$ cat config.mk
export PLATFORM = sky130hd
export DESIGN_NAME = vga_pattern_gen_flat
export DESIGN_NICKNAME = d
export VERILOG_FILES = /design/src/rtl/vga_pattern_gen_if.sv /design/src/rtl/vga_pattern_gen.sv /design/src/flat_wrapper.sv
export SDC_FILE = /design/constraint.sdc
export NUM_CORES = 1
export LEC_CHECK = 0
export ABC_AREA = 1
export CORE_UTILIZATION = 65
export CTS_BUF_LIST = sky130_fd_sc_hd__clkbuf_2
export DETAILED_ROUTE_END_ITERATION = 16
export PLACE_DENSITY = 0.88
export SKIP_CTS_REPAIR_TIMING = 1
export SLEW_MARGIN = 10
export SYNTH_ARGS = -nofsm -noshare
export SYNTH_HDL_FRONTEND = slang
export SYNTH_SLANG_ARGS = --single-unit
$ cat constraint.sdc
create_clock -name clk -period 6.9 [get_ports clk]
set_input_delay 0.69 -clock clk [delete_from_list [all_inputs] [get_ports clk]]
set_output_delay 0.69 -clock clk [all_outputs]
set_load 0.03 [all_outputs]
$ cat src/rtl/vga_pattern_gen_if.sv
// Control and video bundle between a pattern controller (master) and the
// VGA pattern generator (slave).
interface vga_pattern_gen_if #(
    parameter int COLOR_BITS = 2,
    parameter int FRAME_BITS = 9
);
    logic [1:0]            mode;
    logic [2:0]            speed;
    logic                  pause;
    logic [COLOR_BITS-1:0] r;
    logic [COLOR_BITS-1:0] g;
    logic [COLOR_BITS-1:0] b;
    logic                  hsync;
    logic                  vsync;
    logic                  display_on;
    logic                  frame_start;
    logic [FRAME_BITS-1:0] frame_no;

    modport master (
        output mode, speed, pause,
        input  r, g, b, hsync, vsync, display_on, frame_start, frame_no
    );

    modport slave (
        input  mode, speed, pause,
        output r, g, b, hsync, vsync, display_on, frame_start, frame_no
    );
endinterface

$ cat src/rtl/vga_pattern_gen.sv
// VGA test-pattern engine: raster timing, frame counter and four animated
// patterns. Mode/speed are latched only at the first blank line so a frame
// never mixes patterns. All video outputs leave through one register stage.
module vga_pattern_gen #(
    parameter int H_DISPLAY        = 640,
    parameter int H_FRONT          = 16,
    parameter int H_SYNC           = 96,
    parameter int H_BACK           = 48,
    parameter int V_DISPLAY        = 480,
    parameter int V_FRONT          = 10,
    parameter int V_SYNC           = 2,
    parameter int V_BACK           = 33,
    parameter int COLOR_BITS       = 2,
    parameter int FRAME_BITS       = 9,
    parameter int SYNC_ACTIVE_HIGH = 0
) (
    input  logic             clk,
    input  logic             rst_n,
    vga_pattern_gen_if.slave bus
);
    localparam int H_TOTAL  = H_DISPLAY + H_FRONT + H_SYNC + H_BACK;
    localparam int V_TOTAL  = V_DISPLAY + V_FRONT + V_SYNC + V_BACK;
    // Counters are at least 10 bits wide so pattern bit picks stay legal
    // even for tiny timing sets.
    localparam int HW       = ($clog2(H_TOTAL) > 10) ? $clog2(H_TOTAL) : 10;
    localparam int VW       = ($clog2(V_TOTAL) > 10) ? $clog2(V_TOTAL) : 10;
    localparam int C        = COLOR_BITS;
    localparam int HS_START = H_DISPLAY + H_FRONT;
    localparam int HS_END   = H_DISPLAY + H_FRONT + H_SYNC - 1;
    localparam int VS_START = V_DISPLAY + V_FRONT;
    localparam int VS_END   = V_DISPLAY + V_FRONT + V_SYNC - 1;

    localparam logic                  SYNC_IDLE = (SYNC_ACTIVE_HIGH == 0) ? 1'b1 : 1'b0;
    localparam logic [C-1:0]          ONES      = {C{1'b1}};
    localparam logic [C-1:0]          ZERO      = {C{1'b0}};
    localparam logic [FRAME_BITS-1:0] STEP_ONE  = {{(FRAME_BITS-1){1'b0}}, 1'b1};

    logic [HW-1:0]         r_hpos;
    logic [VW-1:0]         r_vpos;
    logic [1:0]            r_mode;
    logic [FRAME_BITS-1:0] r_step;
    logic [FRAME_BITS-1:0] r_frame_no;
    logic [C-1:0]          r_r;
    logic [C-1:0]          r_g;
    logic [C-1:0]          r_b;
    logic                  r_hsync;
    logic                  r_vsync;
    logic                  r_display_on;
    logic                  r_frame_start;

    logic                  w_h_last;
    logic                  w_v_last;
    logic                  w_visible;
    logic                  w_hsync_act;
    logic                  w_vsync_act;
    logic                  w_frame_evt;
    logic                  w_chk;
    logic                  w_x_carry;
    logic [2:0]            w_x_hi;
    logic [2:0]            w_bar;
    logic [C-1:0]          w_sb_r;
    logic [C-1:0]          w_sb_g;
    logic [C-1:0]          w_sb_b;
    logic [C-1:0]          w_r;
    logic [C-1:0]          w_g;
    logic [C-1:0]          w_b;

    assign w_h_last    = (r_hpos == HW'(H_TOTAL - 1));
    assign w_v_last    = (r_vpos == VW'(V_TOTAL - 1));
    assign w_visible   = (r_hpos < HW'(H_DISPLAY)) && (r_vpos < VW'(V_DISPLAY));
    assign w_hsync_act = (r_hpos >= HW'(HS_START)) && (r_hpos <= HW'(HS_END));
    assign w_vsync_act = (r_vpos >= VW'(VS_START)) && (r_vpos <= VW'(VS_END));
    assign w_frame_evt = (r_hpos == HW'(0)) && (r_vpos == VW'(V_DISPLAY));

    // Checker: 32-pixel squares, inverted every 64 frames.
    assign w_chk = r_hpos[5] ^ r_vpos[5] ^ r_frame_no[6];

    // Scroll coordinate x = hpos + frame_no; only x[7:5] is displayed, so the
    // low five bits contribute just their carry.
    assign w_x_carry = (6'(r_hpos[4:0]) + 6'(r_frame_no[4:0])) > 6'd31;
    assign w_x_hi    = r_hpos[7:5] + r_frame_no[7:5] + {2'b00, w_x_carry};

    generate
        if (C == 1) begin : g_bars_1bit
            assign w_sb_r = w_x_hi[0];
            assign w_sb_g = w_x_hi[1];
            assign w_sb_b = w_x_hi[2];
        end else begin : g_bars_nbit
            assign w_sb_r = {w_x_hi[0], r_vpos[2 +: C-1]};
            assign w_sb_g = {w_x_hi[1], r_vpos[2 +: C-1]};
            assign w_sb_b = {w_x_hi[2], r_vpos[5 +: C-1]};
        end
    endgenerate

    // Colour-bar index: count of bar thresholds already passed (no divider).
    always_comb begin
        w_bar = 3'd0;
        for (int k = 1; k < 8; k++) begin
            w_bar = w_bar + ((r_hpos >= HW'((k * H_DISPLAY + 7) / 8)) ? 3'd1 : 3'd0);
        end
    end

    // Pattern select; colours are blanked outside the visible area.
    always_comb begin
        w_r = ZERO;
        w_g = ZERO;
        w_b = ZERO;
        if (w_visible) begin
            case (r_mode)
                2'd0: begin
                    w_r = w_chk ? ONES : ZERO;
                    w_g = w_chk ? ONES : ZERO;
                    w_b = w_chk ? ONES : ZERO;
                end
                2'd1: begin
                    w_r = w_sb_r;
                    w_g = w_sb_g;
                    w_b = w_sb_b;
                end
                2'd2: begin
                    w_r = r_hpos[9 -: C];
                    w_g = r_vpos[8 -: C];
                    w_b = r_hpos[9 -: C] + r_frame_no[7 -: C];
                end
                2'd3: begin
                    w_r = w_bar[2] ? ONES : ZERO;
                    w_g = w_bar[1] ? ONES : ZERO;
                    w_b = w_bar[0] ? ONES : ZERO;
                end
                default: begin
                    w_r = ZERO;
                    w_g = ZERO;
                    w_b = ZERO;
                end
            endcase
        end else begin
            w_r = ZERO;
            w_g = ZERO;
            w_b = ZERO;
        end
    end

    // Raster position: hpos sweeps each line, vpos steps on every hpos wrap.
    always_ff @(posedge clk) begin
        if (!rst_n) begin
            r_hpos <= HW'(0);
            r_vpos <= VW'(0);
        end else if (w_h_last) begin
            r_hpos <= HW'(0);
            r_vpos <= w_v_last ? VW'(0) : r_vpos + VW'(1);
        end else begin
            r_hpos <= r_hpos + HW'(1);
        end
    end

    // Frame boundary: latch mode/speed and advance frame_no by the old step.
    always_ff @(posedge clk) begin
        if (!rst_n) begin
            r_mode     <= 2'd0;
            r_step     <= STEP_ONE;
            r_frame_no <= {FRAME_BITS{1'b0}};
        end else if (w_frame_evt) begin
            r_mode <= bus.mode;
            r_step <= STEP_ONE << bus.speed;
            if (!bus.pause) begin
                r_frame_no <= r_frame_no + r_step;
            end
        end
    end

    // Single output stage keeping colours, syncs and flags mutually aligned.
    always_ff @(posedge clk) begin
        if (!rst_n) begin
            r_r           <= ZERO;
            r_g           <= ZERO;
            r_b           <= ZERO;
            r_hsync       <= SYNC_IDLE;
            r_vsync       <= SYNC_IDLE;
            r_display_on  <= 1'b0;
            r_frame_start <= 1'b0;
        end else begin
            r_r           <= w_r;
            r_g           <= w_g;
            r_b           <= w_b;
            r_hsync       <= w_hsync_act ? ~SYNC_IDLE : SYNC_IDLE;
            r_vsync       <= w_vsync_act ? ~SYNC_IDLE : SYNC_IDLE;
            r_display_on  <= w_visible;
            r_frame_start <= w_frame_evt;
        end
    end

    assign bus.r           = r_r;
    assign bus.g           = r_g;
    assign bus.b           = r_b;
    assign bus.hsync       = r_hsync;
    assign bus.vsync       = r_vsync;
    assign bus.display_on  = r_display_on;
    assign bus.frame_start = r_frame_start;
    assign bus.frame_no    = r_frame_no;
endmodule

$ cat src/flat_wrapper.sv
// flat-port wrapper written by rule: the top's interface ports become plain ports
module vga_pattern_gen_flat 
#(
    parameter int H_DISPLAY        = 640,
    parameter int H_FRONT          = 16,
    parameter int H_SYNC           = 96,
    parameter int H_BACK           = 48,
    parameter int V_DISPLAY        = 480,
    parameter int V_FRONT          = 10,
    parameter int V_SYNC           = 2,
    parameter int V_BACK           = 33,
    parameter int COLOR_BITS       = 2,
    parameter int FRAME_BITS       = 9,
    parameter int SYNC_ACTIVE_HIGH = 0
)
  (clk, rst_n, bus_mode, bus_speed, bus_pause, bus_r, bus_g, bus_b, bus_hsync, bus_vsync, bus_display_on, bus_frame_start, bus_frame_no);
  vga_pattern_gen_if #(.COLOR_BITS(COLOR_BITS), .FRAME_BITS(FRAME_BITS)) bus_i ();
  input  logic clk;
  input  logic rst_n;
  input wire logic [$bits(bus_i.mode)-1:0] bus_mode;
  input wire logic [$bits(bus_i.speed)-1:0] bus_speed;
  input wire logic [$bits(bus_i.pause)-1:0] bus_pause;
  output wire logic [$bits(bus_i.r)-1:0] bus_r;
  output wire logic [$bits(bus_i.g)-1:0] bus_g;
  output wire logic [$bits(bus_i.b)-1:0] bus_b;
  output wire logic [$bits(bus_i.hsync)-1:0] bus_hsync;
  output wire logic [$bits(bus_i.vsync)-1:0] bus_vsync;
  output wire logic [$bits(bus_i.display_on)-1:0] bus_display_on;
  output wire logic [$bits(bus_i.frame_start)-1:0] bus_frame_start;
  output wire logic [$bits(bus_i.frame_no)-1:0] bus_frame_no;
  assign bus_i.mode = bus_mode;
  assign bus_i.speed = bus_speed;
  assign bus_i.pause = bus_pause;
  assign bus_r = bus_i.r;
  assign bus_g = bus_i.g;
  assign bus_b = bus_i.b;
  assign bus_hsync = bus_i.hsync;
  assign bus_vsync = bus_i.vsync;
  assign bus_display_on = bus_i.display_on;
  assign bus_frame_start = bus_i.frame_start;
  assign bus_frame_no = bus_i.frame_no;
  vga_pattern_gen #(.H_DISPLAY(H_DISPLAY), .H_FRONT(H_FRONT), .H_SYNC(H_SYNC), .H_BACK(H_BACK), .V_DISPLAY(V_DISPLAY), .V_FRONT(V_FRONT), .V_SYNC(V_SYNC), .V_BACK(V_BACK), .COLOR_BITS(COLOR_BITS), .FRAME_BITS(FRAME_BITS), .SYNC_ACTIVE_HIGH(SYNC_ACTIVE_HIGH)) u_core (.clk(clk), .rst_n(rst_n), .bus(bus_i));
endmodule
# After elaboration in Yosys (flattened, before gate mapping)
# Index checks and enable logic that the tools add are counted.
# W data, S select, Z words.
word_totals:
  ram_bits: 0
  elab_cells: 76
  memories: 0
  input_bits: 8
  out_inout_bits: 19
  reg_bits: 50
  rom_bits: 0
  latchBits: 0
classes:
  shifts: 1
  bitwise_logic: 4
  n_eq_ne: 6
  n_addsub: 13
  n_lt_le_gt_ge: 14
  n_mux: 17
  reduce_logical: 9
  multipliers: 0
  div: 0
ops:
  columns: ["op", "count"]
  rows:
  - ["$ge A10 B9 Y1 const B", 4]
  - ["$pmux W2 S4", 3]
  - ["$add A3 B3 Y3", 7]
  - ["$add A10 B1 Y10 const B", 2]
  - ["$eq A10 B10 Y1 const B", 2]
  - ["$ge A10 B10 Y1 const B", 2]
  - ["$ge A10 B8 Y1 const B", 2]
  - ["$eq A10 B9 Y1 const B", 1]
  - ["$ge A10 B7 Y1 const B", 1]
  - ["$le A10 B10 Y1 const B", 1]
  - ["$le A10 B9 Y1 const B", 1]
  - ["$logic_not A10 Y1", 1]
  - ["$lt A10 B10 Y1 const B", 1]
  - ["$lt A10 B9 Y1 const B", 1]
  - ["$mux W10", 1]
  - ["$add A9 B9 Y9", 1]
  - ["$mux W1", 9]
  - ["$shl A1 B3 Y9 const A", 1]
  - ["$mux W2", 4]
  - ["$add A5 B5 Y6", 1]
  - ["$gt A6 B5 Y1 const B", 1]
  - ["$eq A2 B2 Y1 const B", 2]
  - ["$logic_and A1 B1 Y1", 4]
  - ["$reduce_and A2 Y1", 2]
  - ["7 further kinds", 9]

# Longest topological paths before layout
# Gate-level depths: netlist of the first run.
logic_depth:
  word_depth: 10
  mapped_depth: 12
  mapped_depth_nobuf: 12

# Worst setup path before layout of the first run
# OpenSTA, ideal clock, no wires.
synth_path:
  kind: "register to register"
  from: "register u_core.r_hpos[9]"
  to: "register u_core.r_g[0] (netlist: u_core.bus.g[0])"
  path_stages_with_launch: 12
  setup_slack_ps: 3705
  arrival_time_ps: 3070
  setup_time_ps: 125
  synth_period_minus_slack_ps: 3195
  t_required_ps: 6775
  path_buffers: 1
  path_cell_list: "dfxtp_1 -> buf_6 -> nor2_2 -> inv_1 -> nor3_1 -> fa_1 -> fa_1 -> fa_1 -> fa_1 -> nor2_1 -> a211oi_1 -> a21oi_1"
synth_via:
  elab_chain_len: 10
  elab_cells_between_ends: 25
  classes_between: "add/sub (6); order compare (8); mux (9); reduce/logical (2)"
synth_lines:
  columns: ["item", "line", "rtl"]
  rows:
  - ["start, declared", "vga_pattern_gen.sv:38", "logic [HW-1:0] r_hpos;"]
  - ["start signal, assigned", "vga_pattern_gen.sv:152", "r_hpos <= r_hpos + HW'(1);"]
  - ["$ge A10 B7 Y1 / $ge A10 B8 Y1 (equally long branches)", "vga_pattern_gen.sv:99", "w_bar = w_bar + ((r_hpos >= HW'((k * H_DISPLAY + 7) / 8)) ? 3'd1 : 3'd0);"]
  - ["$mux W1", "vga_pattern_gen.sv:99", null]
  - ["$add A3 B3 Y3 (6 in a row)", "vga_pattern_gen.sv:99", null]
  - ["$mux W2", "vga_pattern_gen.sv:127", "w_g = w_bar[1] ? ONES : ZERO;"]
  - ["$pmux W2 S4", "vga_pattern_gen.sv:109", "case (r_mode)"]
  - ["end signal, assigned", "vga_pattern_gen.sv:183", "r_g <= w_g;"]
  - ["end, declared", "vga_pattern_gen.sv:44", "logic [C-1:0] r_g;"]
# Several ways; a longest one is shown, not always the timed one.
# A chain may end at the register's enable or synchronous reset.

# Worst setup path after layout of the first run
layout_path:
  from: "register u_core.r_hpos[9]"
  to: "register u_core.r_g[1] (netlist: u_core.bus.g[1])"
# Same word-level chain as after synthesis.

==> results.py, run 1 <==
metrics = {
    "layout": {
        "n_antenna_cell": 0,
        "area_growth_pct": 11.4,
        "drive_gt1_share_pct": 9.64,
        "instances_no_fill": 534,
        "design_area_mm2": 0.00353,
        "fin_nets": 499,
    },
    "sta": {
        "min_period_ns": 3.41,
        "slew_headroom_pct": 29.1,
        "fmax_mhz": 293,
        "final.setup.tns_ns": 0,
        "tightest_slew_ns": 1.06,
        "hold_violations": 0,
        "period_share_pct": 49.4,
        "setup_viol": 0,
        "slew_violations": 0,
        "rsz0062_at_grt": "false",
        "hold_slack_ns": 0.510,
        "fin_skew_ns": 0.0311,
    },
    "grt": {
        "grt_pass1_vias": 2790,
        "antenna_found_initial": 0,
        "grt_pass1_wl_um": 12300,
        "grt-ovfl-total": 0,
        "grt_usage_pct": 30.2,
        "grt_max_degree": 29,
    },
    "yosys": {
        "synth_mux_area_share_pct": 0,
        "syn-num-nets": 473,
        "netlist-cell-type-count": 43,
        "synthesis.instances": 440,
        "synth-compound-area-share_pct": 11.7,
        "synth_edf_count": 0,
        "synth_top_family_by_area": "simple AND/OR/NAND/NOR gates",
        "yosysWarnings": 0,
        "ys_top_cells_by_area": "dfxtp_1 31%, nand2_1 9.7%, nor2_1 7.9%",
        "yosysSeqAreaShare_pct": 30.9,
        "synth_area_mm2": 0.00317,
        "yosysTopAreaCellShare_pct": 30.9,
        "ys_ff_latch": 49,
        "synth_commonest_cells": "82 x nand2_1, 67 x nor2_1, 56 x inv_1, 49 x dfxtp_1, 34 x nand3_1",
        "synth_ff_type": "dfxtp_1",
        "synth_top_area_cell": "dfxtp_1",
        "synth-xor-area-share_pct": 2.21,
        "synth-simple-area-share_pct": 34.9,
        "synthAdderAreaFrac_pct": 11.5,
        "async_reset_ff_share_pct": 0,
        "yosysMostFrequentCell": "nand2_1",
        "avgSynthCellArea_um2": 7.21,
    },
    "power": {
        "power_mw": 0.467,
        "power_density_mw_per_mm2": 132,
        "leakage_nw": 1.60,
        "ir_drop_mv": 0.145,
    },
    "place": {
        "portBuffers": 26,
        "postPlaceCellArea_mm2": 0.00347,
        "numPlacedInstances": 526,
        "dp_hpwl_um": 5550,
        "gp_congestion": 0.909,
    },
    "hold_path": {
        "worstHoldPathType": "reg2reg",
        "whs_endpoint": "u_core.r_step[0]",
        "hp-start": "u_core.r_step[0]",
        "holdPathStages": 2,
    },
    "critical_path": {
        "reg2reg_setup_slack_ns": 3.49,
        "arrival_ns": 3.78,
        "worstSetupPathType": "reg2reg",
        "reg2reg_to": "u_core.bus.g[1]",
        "crit_path_end_kind": "flop",
        "rr_worst_depth": 10,
        "cp.required_ns": 7.28,
        "startpoint_type": "flop",
        "path_max_fanout": 9,
        "rr_startpoint": "u_core.r_hpos[9]",
    },
    "die": {
        "io_pins": 27,
        "die_h_um": 71.9,
        "start_util_pct": 67.2,
        "die-area_mm2": 0.00517,
        "fp-row-count": 25,
        "core_mm2": 0.00472,
        "die_w_um": 71.9,
    },
    "routing": {
        "drt-total-wl_um": 7030,
        "ant_nets": 0,
        "drc_errors": 0,
        "vias_per_cell": 5.45,
        "vias": 2911,
        "dr.pass1.iters": 4,
        "drt_iter0_drc": 176,
        "wl_per_cell_um": 13.2,
    },
    "run": {
        "maxCapViolCount": 0,
    },
    "clock_network": {
        "clock_sinks": 49,
        "cts-root-buf": "clkbuf_2",
        "htree_levels": 2,
        "max-clock-path-buffers": 2,
        "cts_buffers": 5,
        "clkTransAtPathRegs_ns": 0.26,
        "clock_latency_ns": 0.45,
        "tritoncts": "done",
    },
    "status": {
        "status": "completed",
    },
}
[cells by family (layout without fill, tap and decap cells)]
group	after synthesis	count (layout)
adder cells (fa/ha/maj)	25	25
AND/OR/NAND/NOR	227	227
AO/OA/AOI/OAI	62	62
flip-flops	49	49
XOR/XNOR	8	8
buffers and inverters	69	96
[placed cells by master, fill, tap and decap left out, drive strengths merged]
| cell | netlist | final |
|---|---|---|
| o211ai | 1 | 1 |
| clkbuf | 1 | 6 |
| a21o | 3 | 3 |
| o31ai | 1 | 1 |
| o21bai | 2 | 2 |
| o2111ai | 1 | 1 |
| nor3 | 8 | 8 |
| nor3b | 1 | 1 |
| fa | 7 | 7 |
| a31oi | 1 | 1 |
| nand3 | 37 | 37 |
| a211oi | 2 | 2 |
| a31o | 1 | 1 |
| dfxtp | 49 | 49 |
| inv | 62 | 62 |
| and3 | 1 | 1 |
| nor2 | 77 | 77 |
| ha | 18 | 18 |
| xor2 | 5 | 5 |
| nand2 | 88 | 88 |
| clkdlybuf4s50 | 0 | 26 |
| a21oi | 25 | 25 |
| clkinv | 0 | 1 |
| or2 | 4 | 4 |
| nand4 | 11 | 11 |
| o21ai | 23 | 23 |
| xnor2 | 3 | 3 |
| o22ai | 2 | 2 |
| bufinv | 0 | 1 |
[final cells by class]
cell class / count / area, µm²
well taps: 67 / 83.8
fillers: 366 / 1190
inverters: 62 / 233
clock inverters: 2 / 33.8
repair buffers: 26 / 260
clock buffers: 6 / 30.0
multi-input cells: 322 / 1910
flip-flops and latches: 49 / 981
[per-layer routing]
layer | up-vias | part of all wire (%) | global-route usage [%]
met1 | 1366 | 47 | 39.1
met3 | 9 | 4.6 | 5.77
met4 | 0 | 1.4 | 10.0
met5 | - | 0 | 0
li1 | 1476 | - | -
met2 | 60 | 47 | 50.7
[metrics by stage]
stage	worst slack, ns	utilization (%)
after floorplan	3.71	-
after global placement	3.55	73.5
after detailed placement	3.49	73.5
after CTS	3.47	74.8
after global routing	3.33	74.8
final	3.49	74.8
[critical path, cell delays in order (launching register included)]
cell and delay [ns]:
dfxtp_1 0.46, nor2_2 0.18, inv_1 0.10, nor3_1 0.26
fa_1 0.48, fa_1 0.53, fa_1 0.46, fa_1 0.50
nor2_1 0.06, a211oi_1 0.22, a21oi_1 0.09
[flip-flops by register name, indices dropped and copies added (netlist names)]
signal                  cells
u_core.r_hpos              10
u_core.bus.display_on       1
u_core.bus.hsync            1
u_core.bus.b                2
u_core.bus.frame_start      1
u_core.r_vpos              10
u_core.bus.frame_no         9
u_core.r_step               8
u_core.r_mode               2
u_core.bus.g                2
u_core.bus.vsync            1
u_core.bus.r                2
[how the worst max path moves through the flow]
| stage | from | endpoint | slack (ns) | depth (start not counted) |
|---|---|---|---|---|
| finish | u_core.r_hpos[9] | u_core.bus.g[1] | 3.49 | 10 |
| global route | u_core.r_hpos[9] | u_core.bus.g[1] | 3.33 | 10 |
| CTS | u_core.r_hpos[9] | u_core.bus.g[1] | 3.47 | 10 |
| detailed placement | u_core.r_hpos[9] | u_core.bus.g[1] | 3.49 | 10 |
| global placement | u_core.r_hpos[9] | u_core.bus.g[0] | 3.55 | 10 |
| floorplan | u_core.r_hpos[9] | u_core.bus.g[0] | 3.71 | 11 |
[power by group]
group | switching, mW | total (mW) | internal (mW) | leakage [nW]
combinational | 0.0160 | 0.0244 | 0.00846 | 1.17
clock | 0.0929 | 0.155 | 0.0617 | 0.0406
sequential | 0.00196 | 0.288 | 0.286 | 0.396
total | 0.111 | 0.467 | 0.356 | 1.60
Power figures use the tool's default switching activity.
==> run 2: changes to the inputs <==
--- a/config.mk
+++ b/config.mk
@@ -6,10 +6,10 @@
 export NUM_CORES = 1
 export LEC_CHECK = 0
 export ABC_AREA = 1
-export CORE_UTILIZATION = 65
+export CORE_UTILIZATION = 54
 export CTS_BUF_LIST = sky130_fd_sc_hd__clkbuf_2
 export DETAILED_ROUTE_END_ITERATION = 16
-export PLACE_DENSITY = 0.88
+export PLACE_DENSITY = 0.78
 export SKIP_CTS_REPAIR_TIMING = 1
 export SLEW_MARGIN = 10
 export SYNTH_ARGS = -nofsm -noshare
==> constraint.sdc (replaced) <==
create_clock -name clk -period 2.9 [get_ports clk]
set_input_delay 0.29 -clock clk [delete_from_list [all_inputs] [get_ports clk]]
set_output_delay 0.29 -clock clk [all_outputs]
set_load 0.03 [all_outputs]
==> run 2 against run 1 <==
The flow now finishes with violations (setup timing). Clock skew shrank 0.0039 ns. Wire length up 3.4%. Cell area increased by 5.9%. Clock power is 83% higher. Register-to-register slack worse by 3.6 ns. Critical endpoint unchanged.
==> results.py, run 2 (same netlist as run 1, synthesis figures left out) <==
metrics = {
    "routing": {
        "vias": 2969,
        "drt-total-wl_um": 7270,
        "vias_per_cell": 5.30,
        "dr.pass1.iters": 4,
        "drc_errors": 0,
        "wl_per_cell_um": 13.0,
        "ant_nets": 0,
        "drt_iter0_drc": 215,
    },
    "clock_network": {
        "tritoncts": "done",
        "max-clock-path-buffers": 2,
        "cts-root-buf": "clkbuf_2",
        "clock_latency_ns": 0.43,
        "htree_levels": 2,
        "clock_sinks": 49,
        "clkTransAtPathRegs_ns": 0.25,
        "cts_buffers": 5,
    },
    "die": {
        "die-area_mm2": 0.00619,
        "core_mm2": 0.00557,
        "fp-row-count": 27,
        "io_pins": 27,
        "die_w_um": 78.7,
        "start_util_pct": 56.9,
        "die_h_um": 78.7,
    },
    "sta": {
        "tightest_slew_ns": 0.488,
        "fin_skew_ns": 0.0272,
        "setup_viol": 2,
        "rsz0062_at_grt": "true",
        "min_period_ns": 2.97,
        "fmax_mhz": 336,
        "hold_violations": 0,
        "slew_headroom_pct": 67.3,
        "slew_violations": 0,
        "setup_ws_ns": -0.0747,
        "period_share_pct": 103,
    },
    "critical_path": {
        "max_stage_delay_ns": 0.54,
        "cp.required_ns": 3.25,
        "critPathTopFamily": "adder cells",
        "crit_path_end_kind": "flop",
        "cp_cell_sequence": "nor2_4, inv_2, nor3_4, fa_1, fa_1, fa_2, fa_2, nor2_2, a211oi_2, a21oi_1",
        "reg2reg_setup_slack_ns": -0.07,
        "path_max_fanout": 2,
        "worstSetupPathType": "reg2reg",
        "arrival_ns": 3.33,
        "slowest_stage": "fa_2",
        "startpoint_type": "flop",
        "critPathBufInv": 1,
    },
    "layout": {
        "area_growth_pct": 17.9,
        "layout_common_cells": "81 x nand2_1, 65 x nor2_1, 55 x inv_1",
        "drive_gt1_share_pct": 17.6,
        "layout_commonest_cell": "nand2_1",
        "n_antenna_cell": 0,
        "instances_no_fill": 560,
        "nFillCells": 488,
        "fin_nets": 520,
    },
    "place": {
        "dp_hpwl_um": 5700,
        "preCtsSetupSlack_ns": -0.0817,
        "numPlacedInstances": 552,
        "gp_congestion": 0.864,
        "portBuffers": 26,
    },
    "power": {
        "power_density_mw_per_mm2": 274,
        "leakage_nw": 1.72,
        "ir_drop_mv": 0.197,
    },
    "status": {
        "status": "finished, violations left",
        "violations": "setup timing",
    },
    "run": {
        "maxCapViolCount": 0,
    },
    "hold_path": {
        "worstHoldPathType": "in2reg",
    },
    "grt": {
        "grt_pass1_vias": 2776,
        "grt-ovfl-total": 0,
        "grt_usage_pct": 25.7,
        "antenna_found_initial": 0,
        "grt_max_degree": 29,
        "grt_pass1_wl_um": 12400,
    },
}
-- run 2: cell types whose count changed in the layout (fill, tap and decap cells not counted), sizes merged --
cell    previous run  this run
clkinv             1         0
buf                0        21
clkbuf             6         8
bufinv             1         0
-- run 2: metrics by stage --
stage	setup TNS (ns)	cell area, µm²	hold slack, ns	power [mW]	util [%]
floorplan	-0.0673	3190	0.425	0.730	-
global placement	-0.0897	3650	0.464	0.754	65.4
detailed placement	-0.140	3650	0.472	0.754	65.4
CTS	-0.272	3690	0.391	1.04	66.2
global route	-0.518	3740	0.438	1.07	67.1
finish	-0.133	3740	0.419	1.02	67.1
-- run 2: final cells by class --
class / count / area, µm² / area share (%)
multi-input combinational: 322 / 1970 / 52.7
sequential: 49 / 991 / 26.5
timing repair buffer: 47 / 418 / 11.2
inverter: 62 / 233 / 6.22
tap: 72 / 90.1 / 2.41
clock buffer: 8 / 40.0 / 1.07
-- run 2: where the power goes --
group	switching (mW)	leakage [nW]	total (mW)	internal (mW)
sequential	0.00446	0.399	0.683	0.678
clock	0.213	0.0332	0.284	0.0709
combinational	0.0372	1.29	0.0580	0.0207
-- run 2: worst paths after layout --
path / start / end / cells after the start
setup reg to reg: u_core.r_hpos[9] / u_core.bus.g[1] / 10
hold / removal: bus_mode[1] / u_core.r_mode[1] / 3
hold reg to reg: u_core.r_step[0] / u_core.r_step[0] / 2
setup / recovery: u_core.r_hpos[9] / u_core.bus.g[1] / 10
-- run 2: per-layer routing --
layer  part of all wire, %  vias up  track usage (%)
met5                     0        -                0
li1                      -     1519                -
met1                    45     1364             34.1
met3                   5.7       10             4.07
met4                   1.3        0             7.41
met2                    48       76             42.8
-- run 2: worst register-to-register path: cells and delay by family, from the launching register on --
family / cells / cell delay, ns
adder cells (fa/ha/maj): 4 / 1.86
flip-flops: 1 / 0.39
AND/OR/NAND/NOR: 3 / 0.36
AO/OA/AOI/OAI: 2 / 0.23
buffers and inverters: 1 / 0.06
==> run 3: changes to the inputs <==
--- a/config.mk
+++ b/config.mk
@@ -6,6 +6,7 @@
 export NUM_CORES = 1
 export LEC_CHECK = 0
 export ABC_AREA = 1
+export CAP_MARGIN = 20
 export CORE_UTILIZATION = 54
 export CTS_BUF_LIST = sky130_fd_sc_hd__clkbuf_2
 export DETAILED_ROUTE_END_ITERATION = 16
==> results of run 3 <==
Same layout as run 2: the final DEF is identical, and so are final timing and power.
==> variant (settings of run 2) <==
`SYNC_ACTIVE_HIGH` is set to 0 in 2 places; all go to 1.
--- a/src/rtl/vga_pattern_gen.sv
+++ b/src/rtl/vga_pattern_gen.sv
@@ -12,7 +12,7 @@
     parameter int V_BACK           = 33,
     parameter int COLOR_BITS       = 2,
     parameter int FRAME_BITS       = 9,
-    parameter int SYNC_ACTIVE_HIGH = 0
+    parameter int SYNC_ACTIVE_HIGH = 1
 ) (
     input  logic             clk,
     input  logic             rst_n,
--- a/src/flat_wrapper.sv
+++ b/src/flat_wrapper.sv
@@ -11,7 +11,7 @@
     parameter int V_BACK           = 33,
     parameter int COLOR_BITS       = 2,
     parameter int FRAME_BITS       = 9,
-    parameter int SYNC_ACTIVE_HIGH = 0
+    parameter int SYNC_ACTIVE_HIGH = 1
 )
   (clk, rst_n, bus_mode, bus_speed, bus_pause, bus_r, bus_g, bus_b, bus_hsync, bus_vsync, bus_display_on, bus_frame_start, bus_frame_no);
   vga_pattern_gen_if #(.COLOR_BITS(COLOR_BITS), .FRAME_BITS(FRAME_BITS)) bus_i ();
Formal check against the unedited RTL: not equivalent (Yosys sat finds a counterexample within 4 cycles, from zero or initial values and one cycle with rst_n low).
==> variant against run 2 <==
Largest power group unchanged; sequential cell count unchanged; synthesized area decreased by 1.3%; routed wire length decreased by 2.4%; first-iteration DRC count decreased by 35%; clock skew decreased by 12 ps; highest routed layer unchanged; largest cell class unchanged; cell count decreased by 2.1%; the run still ends with negative setup slack left; cell area decreased by 2.6%; worst setup slack got worse by 100 ps; via count decreased by 2.9%; total power decreased by 1.3%.
==> variant: results (changes against run 2) <==
place:
  gp_routability_congestion: 0.8983  # +4.0%
  dpl_worst_slack_ps: -201.8  # -120.1 ps
  place_hpwl_um: 5523  # -3.2%
  portBuffers: 26  # unchanged
clock_network:
  ctsHtreeMaxLevel: 2  # unchanged
  cts_buffer_depth: 2  # unchanged
  clock_latency_ps: 430  # about the same
  clkTransAtPathRegs_ps: 230  # -20 ps
  clock-root-buffer: "clkbuf_2"
  numCtsBuffers: 5  # unchanged
yosys:
  synth-seq-area-share_pct: 31.32  # +0.42 points
  yosysWarningCount: 0  # unchanged
  synthTopCellsByArea: "dfxtp_1, nand2_1, nor2_1"
  synthArstFlopShare_pct: 0  # unchanged
  ys_types: 35  # -19%
  synth_common_cells: "nand2_1, nor2_1, inv_1, dfxtp_1, nand3_1"
  syn_nets: 468  # -1.1%
timing:
  finalSetupViolations: 4  # +2
  worstMarginPinSlew_ps: 477.3  # -10.79 ps
  skew_ps: 15.37  # -11.85 ps
  setup_tns_ps: -439.3  # -306.0 ps
  layout_setup_ws_ps: -174.5  # -99.82 ps
routing:
  dr.first_iter.drc_count: 139  # -35%
  dr.pass1.iters: 4  # unchanged
  totalWireLength_um: 7095  # -2.4%
  dr_wl_met2_um: 3395  # -1.8%
  top_layer: "met4"
  wl_met3_um: 342  # -18%
  via_per_inst: 5.261  # -0.77%
  m1WireLength_um: 3282  # -0.39%
layout:
  nets: 509  # -2.1%
  insertedDiodeCount: 0  # unchanged
  drive_gt1_share_pct: 15.97  # -1.7 points
outcome:
  run_status: "complete, but fails checks"
  violations: "negative setup slack"
grt:
  antenna_found_initial: 0  # unchanged
  grt_pass1_vias: 2600  # -6.3%
  track_usage_pct: 24.68  # -1.0 points
  grt_max_degree: 24  # -17%
  grt_pass1_wl_um: 11860  # -4.2%
power:
  p_leak_uw: 0.001588  # -7.9%
  ir_drop_mv: 0.2045  # +4.0%
hold_path:
  worstHoldPathType: "input port to flip-flop"
critical_path:
  crit_family: "adder cells"
  crit_required_ps: 3270  # +20 ps
  cp_slowest_cell: "fa_1"
  crit_path_max_incr_delay_ps: 530
  critPathMaxFanout: 3  # +1
variant: changes by cell type after synthesis, moves of 3 or more:
cell,run 2,this run
a211oi_1,2,5
a21o_1,3,0
a21oi_2,0,3
inv_1,56,62
inv_2,6,1
nand3_1,34,37
nand4_1,10,5
nor2_4,6,10
nor2_8,3,0
o21ai_0,8,12
o21ai_1,8,2
variant: cells by family after synthesis:
group / synth area share (%)
xor gates and xnor gates: 2.797
buffers and inverters: 9.389
and+or+nand+nor: 33.44
DFF: 31.32
AOI/OAI and AO/OA: 11.39
adders and majority gates: 11.67
variant: final cells by class:
| cell class | instances | area [um2] |
|---|---|---|
| Multi-Input combinational cell | 315 | 1916 |
| Inverter | 64 | 242.7 |
| Sequential cell | 49 | 991.0 |
| Clock buffer | 6 | 30.03 |
| Clock inverter | 1 | 3.754 |
| Tap cell | 72 | 90.09 |
| Timing Repair Buffer | 41 | 372.9 |
| Fill cell | 494 | 1894 |
variant: final timing paths:
kind | slack, ps | endpoint | cells past startpoint | startpoint
max | -170 | u_core.bus.g[0] | 10 | u_core.r_hpos[6]
min | 440 | u_core.r_mode[0] | 3 | bus_mode[0]
max reg2reg | -170 | u_core.bus.g[0] | 10 | u_core.r_hpos[6]
min reg2reg | 510 | u_core.r_step[5] | 2 | u_core.r_step[5]
variant: metal layers:
layer | vias to the layer above | GRT usage, %
li1 | 1482 | -
met1 | 1331 | 33.12
met2 | 64 | 40.18
met4 | 0 | 7.407
met5 | - | 0
met3 | 6 | 4.651
variant: power breakdown:
part	internal (uW)	switching, uW
combinational	22.8	37.5
sequential	678	5.98
clock	56.2	211
total	757	255
variant: worst reg2reg max path, delay by kind of cell (launching register included):
family	cells	cell delay [ps]
AO/OA/AOI/OAI	3	420
buffers and inverters	1	60
flip-flops	1	410
adder cells (fa/ha/maj)	4	1880
AND/OR/NAND/NOR	2	270
variant: per-stage QoR:
step	hold WS [ps]	area, um2	instances
floorplan	424.9	3144	435
global placement	479.5	3541	539
detailed placement	486.6	3541	539
CTS	412.2	3575	546
global route	444.4	3646	548
finish	436.7	3646	548
